$ cat src/rtl/trigger_conditioner_pkg.sv
// trigger_conditioner_pkg: edge-mode codes, FSM state encoding and event decode shared by the conditioner
package trigger_conditioner_pkg;
  localparam logic [1:0] EDGE_RISE  = 2'b00;
  localparam logic [1:0] EDGE_FALL  = 2'b01;
  localparam logic [1:0] EDGE_BOTH  = 2'b10;
  localparam logic [1:0] EDGE_LEVEL = 2'b11;
  typedef enum logic [1:0] {TC_IDLE, TC_COUNT, TC_HOLDOFF} tc_state_t;
  function automatic logic edge_event(input logic [1:0] mode, input logic filt, input logic filt_d);
    return mode == EDGE_RISE ? filt & ~filt_d :
           mode == EDGE_FALL ? ~filt & filt_d :
           mode == EDGE_BOTH ? filt ^ filt_d : filt;
  endfunction
endpackage

$ cat src/rtl/trigger_conditioner_if.sv
// trigger_conditioner_if: pin, control, config and status bundle of the trigger conditioner
// master drives pin/enable/clear/cfg_* and observes trigger/filt_level/edge_cnt/busy; slave is the conditioner.
interface trigger_conditioner_if #(
  parameter int FILTER_W = 8,
  parameter int COUNT_W  = 8
);
  logic                trig_pin_i;
  logic                enable_i;
  logic                clear_i;
  logic [1:0]          cfg_edge_i;
  logic [FILTER_W-1:0] cfg_filter_i;
  logic [COUNT_W-1:0]  cfg_count_i;
  logic [15:0]         cfg_holdoff_i;
  logic                trigger_o;
  logic                filt_level_o;
  logic [COUNT_W-1:0]  edge_cnt_o;
  logic                busy_o;
  modport master (
    output trig_pin_i, enable_i, clear_i, cfg_edge_i, cfg_filter_i, cfg_count_i, cfg_holdoff_i,
    input  trigger_o, filt_level_o, edge_cnt_o, busy_o
  );
  modport slave (
    input  trig_pin_i, enable_i, clear_i, cfg_edge_i, cfg_filter_i, cfg_count_i, cfg_holdoff_i,
    output trigger_o, filt_level_o, edge_cnt_o, busy_o
  );
endinterface

$ cat src/rtl/trigger_conditioner_sync_filter.sv
// trigger_conditioner_sync_filter: pin synchroniser followed by a stability filter
// i_pin raw async pin, i_filter extra stable cycles required, o_filt filtered level.
module trigger_conditioner_sync_filter #(
  parameter int SYNC_STAGES = 2,
  parameter int FILTER_W    = 8
) (
  input  logic                clk,
  input  logic                rst,
  input  logic                i_pin,
  input  logic [FILTER_W-1:0] i_filter,
  output logic                o_filt
);
  logic [SYNC_STAGES-1:0] r_sync;
  logic [FILTER_W-1:0]    r_fcnt;
  logic                   r_filt;
  logic                   w_s;
  assign w_s    = r_sync[SYNC_STAGES-1];
  assign o_filt = r_filt;
  always_ff @(posedge clk) begin
    if (rst) begin
      r_sync <= '0;
      r_fcnt <= '0;
      r_filt <= 1'b0;
    end else begin
      r_sync <= {r_sync[SYNC_STAGES-2:0], i_pin};
      r_fcnt <= (w_s == r_filt || r_fcnt == i_filter) ? '0 : r_fcnt + 1'b1;
      if (w_s != r_filt && r_fcnt == i_filter) r_filt <= w_s;
    end
  end
endmodule

$ cat src/rtl/trigger_conditioner.sv
// trigger_conditioner: synchronised, filtered, edge-selected Nth-event trigger strobe with holdoff
// clk/rst plain; bus carries pin, enable, clear, cfg_* in and trigger, filt_level, edge_cnt, busy out.
import trigger_conditioner_pkg::*;
module trigger_conditioner #(
  parameter int SYNC_STAGES = 2,
  parameter int FILTER_W    = 8,
  parameter int COUNT_W     = 8
) (
  input logic clk,
  input logic rst,
  trigger_conditioner_if.slave bus
);
  tc_state_t          r_state, w_state;
  logic [1:0]         r_edge, w_edge;
  logic [COUNT_W-1:0] r_count, w_count, r_cnt, w_cnt, w_max, w_cnt_inc;
  logic [15:0]        r_hold, w_hold, r_hcnt, w_hcnt;
  logic               r_trig, w_trig, r_filt_d, w_filt, w_event, w_fire;
  trigger_conditioner_sync_filter #(.SYNC_STAGES(SYNC_STAGES), .FILTER_W(FILTER_W)) u_sync_filter (
    .clk      (clk),
    .rst      (rst),
    .i_pin    (bus.trig_pin_i),
    .i_filter (bus.cfg_filter_i),
    .o_filt   (w_filt)
  );
  assign w_event   = edge_event(r_edge, w_filt, r_filt_d);
  assign w_max     = r_count == '0 ? COUNT_W'(1) : r_count;
  assign w_cnt_inc = r_cnt + 1'b1;
  assign w_fire    = w_cnt_inc == w_max;
  assign bus.trigger_o    = r_trig;
  assign bus.filt_level_o = w_filt;
  assign bus.edge_cnt_o   = r_cnt;
  assign bus.busy_o       = r_state == TC_HOLDOFF;
  always_ff @(posedge clk) begin
    if (rst) begin
      r_state  <= TC_IDLE;
      r_edge   <= EDGE_RISE;
      r_count  <= '0;
      r_hold   <= '0;
      r_cnt    <= '0;
      r_hcnt   <= '0;
      r_trig   <= 1'b0;
      r_filt_d <= 1'b0;
    end else begin
      r_state  <= w_state;
      r_edge   <= w_edge;
      r_count  <= w_count;
      r_hold   <= w_hold;
      r_cnt    <= w_cnt;
      r_hcnt   <= w_hcnt;
      r_trig   <= w_trig;
      r_filt_d <= w_filt;
    end
  end
  // Priority: disable, arm (config latch), clear, then per-state counting.
  always_comb begin
    w_state = r_state;
    w_edge  = r_edge;
    w_count = r_count;
    w_hold  = r_hold;
    w_cnt   = r_cnt;
    w_hcnt  = r_hcnt;
    w_trig  = 1'b0;
    if (!bus.enable_i) begin
      w_state = TC_IDLE;
      w_cnt   = '0;
    end else if (r_state == TC_IDLE) begin
      w_state = TC_COUNT;
      w_edge  = bus.cfg_edge_i;
      w_count = bus.cfg_count_i;
      w_hold  = bus.cfg_holdoff_i;
      w_cnt   = '0;
    end else if (bus.clear_i) begin
      w_state = TC_COUNT;
      w_cnt   = '0;
    end else if (r_state == TC_COUNT && w_event) begin
      w_cnt   = w_fire ? '0 : w_cnt_inc;
      w_trig  = w_fire;
      w_hcnt  = w_fire ? '0 : r_hcnt;
      w_state = w_fire && r_hold != '0 ? TC_HOLDOFF : TC_COUNT;
    end else if (r_state == TC_HOLDOFF) begin
      w_state = r_hcnt == 16'(r_hold - 1'b1) ? TC_COUNT : TC_HOLDOFF;
      w_hcnt  = r_hcnt + 1'b1;
    end
  end
endmodule
$ cat src/flat_wrapper.sv
// flat-port wrapper written by rule: the top's interface ports become plain ports
module trigger_conditioner_flat 
#(
  parameter int SYNC_STAGES = 2,
  parameter int FILTER_W    = 8,
  parameter int COUNT_W     = 8
)
  (clk, rst, bus_trig_pin_i, bus_enable_i, bus_clear_i, bus_cfg_edge_i, bus_cfg_filter_i, bus_cfg_count_i, bus_cfg_holdoff_i, bus_trigger_o, bus_filt_level_o, bus_edge_cnt_o, bus_busy_o);
  trigger_conditioner_if #(.FILTER_W(FILTER_W), .COUNT_W(COUNT_W)) bus_i ();
  input logic clk;
  input logic rst;
  input wire logic [$bits(bus_i.trig_pin_i)-1:0] bus_trig_pin_i;
  input wire logic [$bits(bus_i.enable_i)-1:0] bus_enable_i;
  input wire logic [$bits(bus_i.clear_i)-1:0] bus_clear_i;
  input wire logic [$bits(bus_i.cfg_edge_i)-1:0] bus_cfg_edge_i;
  input wire logic [$bits(bus_i.cfg_filter_i)-1:0] bus_cfg_filter_i;
  input wire logic [$bits(bus_i.cfg_count_i)-1:0] bus_cfg_count_i;
  input wire logic [$bits(bus_i.cfg_holdoff_i)-1:0] bus_cfg_holdoff_i;
  output wire logic [$bits(bus_i.trigger_o)-1:0] bus_trigger_o;
  output wire logic [$bits(bus_i.filt_level_o)-1:0] bus_filt_level_o;
  output wire logic [$bits(bus_i.edge_cnt_o)-1:0] bus_edge_cnt_o;
  output wire logic [$bits(bus_i.busy_o)-1:0] bus_busy_o;
  assign bus_i.trig_pin_i = bus_trig_pin_i;
  assign bus_i.enable_i = bus_enable_i;
  assign bus_i.clear_i = bus_clear_i;
  assign bus_i.cfg_edge_i = bus_cfg_edge_i;
  assign bus_i.cfg_filter_i = bus_cfg_filter_i;
  assign bus_i.cfg_count_i = bus_cfg_count_i;
  assign bus_i.cfg_holdoff_i = bus_cfg_holdoff_i;
  assign bus_trigger_o = bus_i.trigger_o;
  assign bus_filt_level_o = bus_i.filt_level_o;
  assign bus_edge_cnt_o = bus_i.edge_cnt_o;
  assign bus_busy_o = bus_i.busy_o;
  trigger_conditioner #(.SYNC_STAGES(SYNC_STAGES), .FILTER_W(FILTER_W), .COUNT_W(COUNT_W)) u_core (.clk(clk), .rst(rst), .bus(bus_i));
endmodule
$ cat config.mk
export PLATFORM = sky130hd
export DESIGN_NAME = trigger_conditioner_flat
export DESIGN_NICKNAME = d
export VERILOG_FILES = /design/src/rtl/trigger_conditioner_pkg.sv /design/src/rtl/trigger_conditioner_if.sv /design/src/rtl/trigger_conditioner_sync_filter.sv /design/src/rtl/trigger_conditioner.sv /design/src/flat_wrapper.sv
export SDC_FILE = /design/constraint.sdc
export NUM_CORES = 1
export LEC_CHECK = 0
export ABC_AREA = 1
export BUFFER_PORTS_ARGS = -buffer_cell sky130_fd_sc_hd__buf_4
export CAP_MARGIN = 20
export CELL_PAD_IN_SITES_DETAIL_PLACEMENT = 0
export CELL_PAD_IN_SITES_GLOBAL_PLACEMENT = 1
export CORE_MARGIN = 2
export CORE_UTILIZATION = 37
export DETAILED_ROUTE_END_ITERATION = 7
export GPL_TIMING_DRIVEN = 0
export HOLD_SLACK_MARGIN = 0.12
export PLACE_DENSITY = 0.82
export REMOVE_ABC_BUFFERS = 1
export SKIP_CTS_REPAIR_TIMING = 1
export SYNTH_ARGS = -nofsm -noshare
export SYNTH_HDL_FRONTEND = slang
export SYNTH_HIERARCHICAL = 1
export SYNTH_SLANG_ARGS = --single-unit
$ cat constraint.sdc
create_clock -name clk -period 2 [get_ports clk]
set_clock_uncertainty 0.05 [all_clocks]
set_input_delay 0.6 -clock clk [delete_from_list [all_inputs] [get_ports clk]]
set_output_delay 0.6 -clock clk [all_outputs]
set_load 0.02 [all_outputs]
==> out/qor.csv <==
metric,value,unit
crit-path max FO,7,
"top cells by count, synth","nand2_1, inv_1, nor2_1",
Diodes inserted,0,
fin util,47.6,%
number of distinct library cells after synthesis,33,
#FFs+latches synth,65,
most numerous cell in the Yosys netlist,nand2_1,
Critical Path AT,2.31,ns
Worst setup EP type,flip-flop,
Max-slew headroom,49.2,%
Final #Nets,733,
MaxCap Viol Count,0,
DRC marker count from the first detailed-route iteration,145,
hold path start,u_core/u_sync_filter/r_sync[0],
Synth top area share,32.1,%
number of synthesized flops with an enable pin,0,
first drt pass iteration count,4,
drt drc,0,
GPL Wtd Cong,0.810,
FF-to-FF path depth,12,
CTS tree,yes,
drt wl/cell,12.4,um
Max Slew Vio Count,0,
die width,109,um
Global Route Usage Sum,17.6,%
vias in the first global route,3593,
Min-Delay Path Class,flip-flop to flip-flop,
post-synthesis sequential area ratio,32.1,%
synth warn,6,
Final Hold Viols,0,
post-route ant nets,0,
Clock Path Buffers,2,
Initial Utilization,37.6,%
Worst VDD drop,327,uV
io pins,50,
Inserted Clock Buffers,9,
RSZ-0062 raised after global routing,yes,
"area leader, netlist",dfxtp_1,
reg2reg start,u_core/u_sync_filter/o_filt,
final setup vio count,16,
worst slew pin tran,0.761,ns
minimum clock period,2.06,ns
routed via count,3955,
post-DP HPWL,7250,um
area grow syn2layout,26.5,%
Die Ht,109,um
critical setup path kind,flip-flop to flip-flop,
largest net degree at the start of global routing,30,
clock transition at the registers of the reported paths,0.08,ns
Cells after DPL,804,
CP Launch Type,flip-flop,
CP startpoint,u_core/u_sync_filter/o_filt,
Core ar.,10800,um^2
largest cells by area after synthesis,"dfxtp_1, nand2_1, inv_1",
post-synthesis instance area,4060,um^2
required time of the worst setup path,2.25,ns
TritonCTS Sinks,65,
status,"finished, violations left",
H-tree Lvls,3,
maximum clock rate,0.485,GHz
clock latency on the worst-skew pair,0.37,ns
Root Buffer,clkbuf_8,
Congestion Overflow GR,0,
TNS Setup,-0.535,ns
ratio of cells with drive above 1 in the final layout,22.5,%
fin worst setup slack,-0.0621,ns
syn avg cell area,6.45,um^2
period utilization,103,%
initial antenna violation count,0,
predominant post-synthesis flop cell,dfxtp_1,
Synth Instances,629,
number of port buffers,49,
routed wire length,10300,um
first-pass GRT wire length,16400,um
P_leak,0.00218,uW
power per cell area,584,nW/um^2
row count,38,
Vias/cell,4.75,
die area,11800,um^2
worst hold stages,2,
Post-synth ARST share,0,%
Finished Layout Cells,833,
failing checks,negative setup slack,
==> power breakdown <==
part           leakage, uW  internal (uW)  total, uW  switching (uW)
combinational      0.00155            195        472             278
clock            0.0000929            580       1150             569
sequential        0.000535           1330       1380            42.5
==> stage by stage <==
step | setup slack [ns] | hold WS, ns | area [um^2] | total power (uW)
floorplan | -0.572 | 0.338 | 3950 | 1680
finish | -0.0621 | 0.370 | 5130 | 3000
global route | -0.227 | 0.381 | 5130 | 3150
detailed placement | -1.11 | 0.346 | 4530 | 1830
global placement | -1.12 | 0.345 | 4490 | 1810
CTS | -1.13 | 0.375 | 4730 | 2980
==> cell usage in the layout, fill, tap and decap left out, types with 13 or more instances in the layout <==
master,Yosys,final
a21oi_1,49,46
buf_4,0,57
dfxtp_1,65,57
inv_1,97,92
nand2_1,158,146
nand2_2,3,14
nand3_1,46,37
nand3_2,7,13
nand4_1,13,13
nor2_1,74,69
o21ai_0,33,32
xor2_1,18,16
==> worst max-delay path, stage by stage, from the launching register on <==
cell     delay [ns]
dfxtp_4        0.38
inv_2          0.06
ha_4           0.24
o21ai_4        0.18
nand3_4        0.13
nor2_4         0.11
nand2_2        0.07
nor2_4         0.11
nand3_4        0.15
nand2_8        0.18
buf_4          0.13
nand3_2        0.05
a21oi_2        0.14
==> cells by family after synthesis <==
logic type	after synthesis	synth area share (%)
simple gates	325	35.7
buf+inv	114	11.7
compound gates	87	11.0
flops	65	32.1
xor+xnor	31	7.40
fa+ha+maj	6	1.85
mux	1	0.247
==> worst paths after layout <==
| check | to | slack (ns) |
|---|---|---|
| worst min register to register | u_core/u_sync_filter/r_sync[1] | 0.37 |
| worst max register to register | u_core/r_hcnt[7] | -0.06 |
| worst max-delay path | u_core/r_hcnt[7] | -0.06 |
| worst min-delay path | u_core/u_sync_filter/r_sync[1] | 0.37 |
==> flip-flops by register name, summed over array words and instances, names as in the netlist <==
register / flops
u_core/r_filt_d: 1
u_core/bus.trigger_o: 1
u_core/r_edge: 2
u_core/u_sync_filter/r_sync: 2
u_core/r_count: 8
u_core/r_hcnt: 16
u_core/u_sync_filter/o_filt: 1
u_core/bus.edge_cnt_o: 8
u_core/u_sync_filter/r_fcnt: 8
u_core/r_hold: 16
u_core/r_state: 2
==> cell type report <==
| cell class | count | area (um^2) |
|---|---|---|
| inverter | 98 | 374 |
| timing repair buffer | 61 | 498 |
| fill | 1089 | 5660 |
| multi-input combinational | 453 | 2570 |
| tap | 140 | 175 |
| clock buffer | 10 | 128 |
| sequential | 65 | 1320 |
| clock inverter | 6 | 67.6 |
==> layer usage <==
layer | vias up | part of all wire [%] | global-route usage, %
li1 | 2104 | - | -
met2 | 70 | 49 | 30.4
met1 | 1773 | 46 | 21.8
met5 | - | 0 | 0
met4 | 0 | 1.1 | 6.41
met3 | 8 | 3.8 | 3.59
Power figures use the tool's default switching activity.
